File: src/rtl/wshb_frame_reader_pkg.sv
// Shared types for the Wishbone frame-buffer reader.
// FSM states, pixel type and bus word geometry.
package wshb_frame_reader_pkg;

  typedef enum logic {
    IDLE,
    READ
  } state_t;

  typedef logic [23:0] pixel_t;

  localparam int unsigned BYTES_PER_WORD = 4;
  localparam int unsigned FIFO_W = 25;

endpackage

File: src/rtl/wshb_frame_reader_if.sv
// Classic Wishbone bus bundle between the frame reader
// (master) and the SDRAM controller (slave).
interface wshb_frame_reader_if;

  logic        cyc;
  logic        stb;
  logic        we;
  logic [31:0] adr;
  logic [3:0]  sel;
  logic [2:0]  cti;
  logic [1:0]  bte;
  logic [31:0] dat_ms;
  logic [31:0] dat_sm;
  logic        ack;
  logic        err;
  logic        rty;

  modport master (
    output cyc, stb, we, adr, sel,
    output cti, bte, dat_ms,
    input  dat_sm, ack, err, rty
  );

  modport slave (
    input  cyc, stb, we, adr, sel,
    input  cti, bte, dat_ms,
    output dat_sm, ack, err, rty
  );

endinterface

File: src/rtl/wshb_frame_reader_fifo.sv
// First-word-fall-through synchronous FIFO holding
// {sof, pixel} entries for the display side.
module sync_fifo #(
  parameter int WIDTH = 25,
  parameter int DEPTH = 8
) (
  input  logic             clk,
  input  logic             rst,
  input  logic             push,
  input  logic [WIDTH-1:0] din,
  input  logic             pop,
  output logic [WIDTH-1:0] dout,
  output logic             empty,
  output logic             full
);

  localparam int AW = $clog2(DEPTH);

  logic [WIDTH-1:0] mem [DEPTH];
  logic [AW-1:0]    wr_ptr;
  logic [AW-1:0]    rd_ptr;
  logic [AW:0]      count;
  logic             do_push;
  logic             do_pop;

  assign empty   = (count == '0);
  assign full    = (count == (AW+1)'(DEPTH));
  assign do_pop  = pop && !empty;
  // a pop frees the slot, so push-on-full is fine then
  assign do_push = push && (!full || do_pop);
  assign dout    = mem[rd_ptr];

  always_ff @(posedge clk) begin
    if (do_push) begin
      mem[wr_ptr] <= din;
    end
  end

  always_ff @(posedge clk) begin
    if (rst) begin
      wr_ptr <= '0;
      rd_ptr <= '0;
      count  <= '0;
    end else begin
      if (do_push) begin
        wr_ptr <= wr_ptr + AW'(1);
      end
      if (do_pop) begin
        rd_ptr <= rd_ptr + AW'(1);
      end
      if (do_push && !do_pop) begin
        count <= count + (AW+1)'(1);
      end else if (do_pop && !do_push) begin
        count <= count - (AW+1)'(1);
      end
    end
  end

endmodule

File: src/rtl/wshb_frame_reader.sv
// Fetches frames word by word over Wishbone and streams
// 24-bit pixels with a start-of-frame marker.
module wshb_frame_reader
  import wshb_frame_reader_pkg::*;
#(
  parameter logic [31:0] BASE_ADR   = 32'h0000_0000,
  parameter int          HDISP      = 800,
  parameter int          VDISP      = 480,
  parameter int          FIFO_DEPTH = 8
) (
  input  logic                sys_clk,
  input  logic                sys_rst,
  input  logic                frame_en,
  wshb_frame_reader_if.master wshb,
  output pixel_t              pix_data,
  output logic                pix_valid,
  input  logic                pix_ready,
  output logic                pix_sof
);

  localparam int NPIX = HDISP * VDISP;
  localparam int CW   = $clog2(NPIX);
  localparam logic [CW-1:0] LAST = CW'(NPIX - 1);
  localparam logic [31:0]   STEP = 32'(BYTES_PER_WORD);

  state_t              state;
  state_t              state_nx;
  logic [31:0]         adr_q;
  logic [CW-1:0]       cnt_q;
  logic                rewind_q;
  logic                done;
  logic                advance;
  logic                fifo_full;
  logic                fifo_empty;
  logic                pop;
  logic [FIFO_W-1:0]   push_word;
  logic [FIFO_W-1:0]   head;
  logic                unused_hi;

  assign done    = wshb.ack | wshb.err | wshb.rty;
  assign advance = (state == READ) && (wshb.ack || wshb.err);

  always_comb begin
    state_nx = state;
    unique case (state)
      IDLE: if (frame_en && !fifo_full) state_nx = READ;
      READ: if (done) state_nx = IDLE;
    endcase
  end

  // rewind_q remembers any frame_en low period until
  // the FSM is back in IDLE and can restart the frame
  always_ff @(posedge sys_clk) begin
    if (sys_rst) begin
      state    <= IDLE;
      adr_q    <= BASE_ADR;
      cnt_q    <= '0;
      rewind_q <= 1'b0;
    end else begin
      state    <= state_nx;
      rewind_q <= !frame_en ||
                  (rewind_q && state != IDLE);
      if (state == IDLE && rewind_q) begin
        adr_q <= BASE_ADR;
        cnt_q <= '0;
      end else if (advance) begin
        if (cnt_q == LAST) begin
          adr_q <= BASE_ADR;
          cnt_q <= '0;
        end else begin
          adr_q <= adr_q + STEP;
          cnt_q <= cnt_q + CW'(1);
        end
      end
    end
  end

  assign wshb.cyc    = (state == READ);
  assign wshb.stb    = (state == READ);
  assign wshb.we     = 1'b0;
  assign wshb.adr    = adr_q;
  assign wshb.sel    = 4'hF;
  assign wshb.cti    = 3'd0;
  assign wshb.bte    = 2'd0;
  assign wshb.dat_ms = 32'd0;
  assign unused_hi   = ^wshb.dat_sm[31:24];

  assign push_word = {
    (cnt_q == '0),
    wshb.ack ? wshb.dat_sm[23:0] : 24'h000000
  };

  sync_fifo #(
    .WIDTH (FIFO_W),
    .DEPTH (FIFO_DEPTH)
  ) u_fifo (
    .clk   (sys_clk),
    .rst   (sys_rst),
    .push  (advance),
    .din   (push_word),
    .pop   (pop),
    .dout  (head),
    .empty (fifo_empty),
    .full  (fifo_full)
  );

  assign pix_valid = !fifo_empty;
  assign pop       = pix_valid && pix_ready;
  assign pix_data  = head[23:0];
  assign pix_sof   = head[24] && !fifo_empty;

endmodule

File: src/flat_wrapper.sv
// flat-port wrapper written by rule: the top's interface ports become plain ports
module wshb_frame_reader_flat import wshb_frame_reader_pkg::*;
#(
  parameter logic [31:0] BASE_ADR   = 32'h0000_0000,
  parameter int          HDISP      = 800,
  parameter int          VDISP      = 480,
  parameter int          FIFO_DEPTH = 8
)
  (sys_clk, sys_rst, frame_en, pix_data, pix_valid, pix_ready, pix_sof, wshb_cyc, wshb_stb, wshb_we, wshb_adr, wshb_sel, wshb_cti, wshb_bte, wshb_dat_ms, wshb_dat_sm, wshb_ack, wshb_err, wshb_rty);
  wshb_frame_reader_if wshb_i ();
  input  logic sys_clk;
  input  logic sys_rst;
  input  logic frame_en;
  output pixel_t pix_data;
  output logic pix_valid;
  input  logic pix_ready;
  output logic pix_sof;
  output wire logic [$bits(wshb_i.cyc)-1:0] wshb_cyc;
  output wire logic [$bits(wshb_i.stb)-1:0] wshb_stb;
  output wire logic [$bits(wshb_i.we)-1:0] wshb_we;
  output wire logic [$bits(wshb_i.adr)-1:0] wshb_adr;
  output wire logic [$bits(wshb_i.sel)-1:0] wshb_sel;
  output wire logic [$bits(wshb_i.cti)-1:0] wshb_cti;
  output wire logic [$bits(wshb_i.bte)-1:0] wshb_bte;
  output wire logic [$bits(wshb_i.dat_ms)-1:0] wshb_dat_ms;
  input wire logic [$bits(wshb_i.dat_sm)-1:0] wshb_dat_sm;
  input wire logic [$bits(wshb_i.ack)-1:0] wshb_ack;
  input wire logic [$bits(wshb_i.err)-1:0] wshb_err;
  input wire logic [$bits(wshb_i.rty)-1:0] wshb_rty;
  assign wshb_cyc = wshb_i.cyc;
  assign wshb_stb = wshb_i.stb;
  assign wshb_we = wshb_i.we;
  assign wshb_adr = wshb_i.adr;
  assign wshb_sel = wshb_i.sel;
  assign wshb_cti = wshb_i.cti;
  assign wshb_bte = wshb_i.bte;
  assign wshb_dat_ms = wshb_i.dat_ms;
  assign wshb_i.dat_sm = wshb_dat_sm;
  assign wshb_i.ack = wshb_ack;
  assign wshb_i.err = wshb_err;
  assign wshb_i.rty = wshb_rty;
  wshb_frame_reader #(.BASE_ADR(BASE_ADR), .HDISP(HDISP), .VDISP(VDISP), .FIFO_DEPTH(FIFO_DEPTH)) u_core (.sys_clk(sys_clk), .sys_rst(sys_rst), .frame_en(frame_en), .wshb(wshb_i), .pix_data(pix_data), .pix_valid(pix_valid), .pix_ready(pix_ready), .pix_sof(pix_sof));
endmodule
File: config.mk
export PLATFORM = sky130hd
export DESIGN_NAME = wshb_frame_reader_flat
export DESIGN_NICKNAME = d
export VERILOG_FILES = /design/src/rtl/wshb_frame_reader_pkg.sv /design/src/rtl/wshb_frame_reader_if.sv /design/src/rtl/wshb_frame_reader_fifo.sv /design/src/rtl/wshb_frame_reader.sv /design/src/flat_wrapper.sv
export SDC_FILE = /design/constraint.sdc
export NUM_CORES = 1
export LEC_CHECK = 0
export ABC_AREA = 1
export BUFFER_PORTS_ARGS = -buffer_cell sky130_fd_sc_hd__buf_2
export CORE_ASPECT_RATIO = 0.7
export CORE_MARGIN = 2
export CORE_UTILIZATION = 40
export CTS_CLUSTER_DIAMETER = 40
export DETAILED_ROUTE_END_ITERATION = 10
export GPL_TIMING_DRIVEN = 0
export HOLD_SLACK_MARGIN = 0.05
export PLACE_DENSITY = 0.6
export SLEW_MARGIN = 20
export SYNTH_ARGS = -nofsm -noshare
export SYNTH_HDL_FRONTEND = slang
export SYNTH_SLANG_ARGS = --single-unit
File: constraint.sdc
create_clock -name sys_clk -period 3.2 [get_ports sys_clk]
set_clock_uncertainty 0.15 [all_clocks]
set_input_delay 0 -clock sys_clk [delete_from_list [all_inputs] [get_ports sys_clk]]
set_output_delay 0 -clock sys_clk [all_outputs]
set_load 0.01 [all_outputs]
==> summary.md <==
| Metric | Value |
|---|---|
| Total power | `approximately 9.5 mW` |
| Maximum VDD drop | `about 0.33 mV` |
| Clock slew at the register clock pins of the worst setup and hold paths | `~0.060 ns` |
| Root buffer cell | `clkbuf_16` |
| Initial DRT Pass Iterations | `5` |
| DRC | `0` |
| Syn_area_per_cell | `between 9 and 10 µm²` |
| CP cell instances | `dlygate4sd3_1, buf_4, nor2_8, dlygate4sd3_1, nor2_8, buf_6, nand2_2, inv_2, nand2_1, nor2_4, buf_8` |
| GRT Max-Usage Layer | `met1` |
| P_leak | `around 5.7 nW` |
| Synthesis-to-layout area growth | `23.6%` |
| Rel. slew slack | `between 50 and 60%` |
| IO buf count | `86` |
| Worst Setup End Kind | `flop` |
| Delay-heaviest family, CP | `buffers and inverters` |
| Startpoint Class | `input port` |
| Power per Cell Area | `between 600 and 700 mW/mm²` |
| Core Rows | `between 50 and 60` |
| DRT antenna net count | `0` |
| Crit Path Max Fanout | `14` |
| Main flop type after synthesis | `edfxtp_1` |
| Die Span X | `about 210 µm` |
| Ys Warns | `0` |
| I/O pin count | `~140` |
| Slew Viols, Final | `0` |
| Crit path DAT | `approximately 3 ns` |
| Worst-skew pair later-pin latency | `about 0.50 ns` |
| RSZ-0062 raised after global routing | `no` |
| Initial core utilization | `roughly 41%` |
| Total CTS buffers | `35` |
| Antenna diode count | `0` |
| Final Cycle Share | `approximately 93%` |
| Fin cells | `around 1.8k` |
| Yosys cell types | `39` |
| Max cap viols | `0` |
| Post-synth top area cell | `edfxtp_1` |
| Dpl hpwl | `about 20000 µm` |
| Post-Place Cells | `around 1.7k` |
| Post-CTS setup buffer count | `0` |
| Met1 usage | `a little over 30%` |
| Initial antenna violation count | `0` |
| FFs w/ async S/R, synth | `0%` |
| Largest stage delay on the critical path | `0.62 ns` |
| Syn Inst Count | `approximately 1.2k` |
| Post-DR vias/cell | `around 4.9` |
| Crit-path slowest cell | `dlygate4sd3_1` |
| Status | `completed` |
| FF+latch count, synth | `roughly 260` |
| Starting DRT DRC Count | `between 900 and 1k` |
| Layout Nets | `about 1.5k` |
| EDFF count, synth | `200` |
| First-pass GRT wire length | `~46000 µm` |
| Final count of negative-setup-slack endpoints | `0` |
| Minimum clock period | `2.96 ns` |
| TritonCTS Sinks | `264` |
| Area contributors post-synth | `edfxtp_1 51%, dfxtp_1 11%, nor2_1 7.6%, nand2_1 7.1%, o21ai_0 4.4%` |
| Post-DR wirelength/cell | `between 15 and 20 µm` |
| Worst min path class | `input port to flop` |
| Slew @ Worst Pin | `0.738 ns` |
| FMAX | `around 340 MHz` |
| Met2 Resource Use GR | `between 20 and 30%` |
| WHS | `approximately 0.25 ns` |
| Die area | `between 0.03 and 0.04 mm²` |
| H-Tree Depth | `2` |
| Sequential cell area fraction in the yosys report | `between 60% and 70%` |
| Layout cell share with drive strength beyond 1 | `between 10% and 20%` |
| Chip Height | `147 µm` |
| WS Path Type | `input port to flop` |
| Most instantiated cells after synthesis | `237 x nor2_1, 223 x nand2_1, 200 x edfxtp_1` |
| Grt ovf | `0` |
| Req. time, crit path | `around 3.3 ns` |
| Routed WL | `30200 µm` |
| Fin. Hold Viols | `0` |
| Number of global-route vias before repair | `between 8k and 9k` |
| CTS tree | `yes` |
| Total Routing Usage GR | `around a fifth` |
| Final Wtd Congestion | `0.821` |
| Grt met3 use | `roughly 3.1%` |
| Synth Cell Area | `~0.012 mm²` |
| Worst path bufs/invs | `6` |
| Most common cell in the netlist | `nor2_1` |
| Core ar. | `around 0.029 mm²` |
| Vias | `just under 9k` |
| Share of the synthesized area in the top cell type | `51.2%` |
| Clock buffer depth | `3` |
| Largest net degree at the start of global routing | `20` |
## area by class of cell
class,count,area [µm²]
inverters,89,334
repair buffers,129,966
clock inverters,23,218
plain buffers,89,546
fillers,2706,14400
clock buffers,39,891
well taps,378,473
flip-flops and latches,264,7290
multi-input cells,806,3790
## through the flow
stage / util, % / worst slack (ns) / instance area (µm²) / TNS, ns
2_1_floorplan: - / 0.473 / 11900 / 0
3_3_place_gp: 44.3 / -0.793 / 12800 / -129.41
3_5_place_dp: 45.1 / 0.623 / 13000 / 0
4_1_cts: 50.2 / 0.285 / 14500 / 0
5_1_grt: 50.2 / 0.0918 / 14500 / 0
6_report: 50.2 / 0.236 / 14500 / 0
## worst paths after layout
check,start,end,slack [ns],cells past startpoint
setup / recovery,wshb_ack,u_core.u_fifo.mem[6][4]$_DFFE_PP_,0.24,11
hold / removal,pix_ready,flop,0.25,4
hold reg to reg,u_core.cnt_q[17]$_SDFFE_PP0P_,u_core.cnt_q[17]$_SDFFE_PP0P_,0.31,2
setup reg to reg,u_core.wshb.cyc$_SDFF_PP0_,u_core.u_fifo.mem[6][4]$_DFFE_PP_,0.59,8
## state kept, by name, summed over array words and instances, names as in the netlist, named ones only
register / count
u_core.u_fifo.mem: 200
u_core.wshb.adr: 30
u_core.cnt_q: 19
u_core.u_fifo.count: 4
u_core.u_fifo.rd_ptr: 3
u_core.u_fifo.wr_ptr: 3
u_core.rewind_q: 1
u_core.wshb.cyc: 1
## worst min-delay path: stages
cell and delay, ns:
dlygate4sd3_1 0.53, buf_2 0.15, nand3_1 0.08, a21oi_1 0.08
## logic make-up after synthesis
family / count (synthesis) / synth area share, %
and+or+nand+nor: 542 / 19.2
DFF: 264 / 62.1
AOI/OAI and AO/OA: 195 / 8.88
buffers and inverters: 178 / 7.50
xor gates and xnor gates: 16 / 1.19
adders and majority gates: 9 / 1.02
other: 2 / 0.0640
## layer usage
metal | vias up | routed length, µm
li1 | 4376 | -
met1 | 4143 | 15100
met2 | 257 | 12800
met3 | 40 | 1830
met4 | 0 | 425
met5 | - | 0
## layout by cell type, fill, tap and decap left out, drive strengths merged, types with 2 or more instances in the layout
master,count
nor2,249
nand2,224
edfxtp,200
buf,159
o21ai,113
inv,99
dfxtp,64
clkbuf,63
a21oi,51
conb,44
nand3,41
dlygate4sd3,35
a31oi,25
xor2,14
nor3,10
nand4,9
ha,8
clkinv,7
clkinvlp,4
and2,3
o21bai,3
or2,3
xnor2,2
o22ai,2
nand3b,2
bufinv,2
## repair_timing
item	4_1_cts	5_1_grt
hold buffers	35	0
endpoints found under the hold margin	224	0
gates resized for setup	0	0
endpoints found under the setup margin	0	0
## report_power, final
| part | total [mW] | switching [mW] | internal [mW] |
|---|---|---|---|
| combinational | 1.87 | 1.27 | 0.599 |
| sequential | 3.83 | 0.0564 | 3.78 |
| clock | 3.75 | 1.53 | 2.22 |
(Power assumes the default switching activity.)
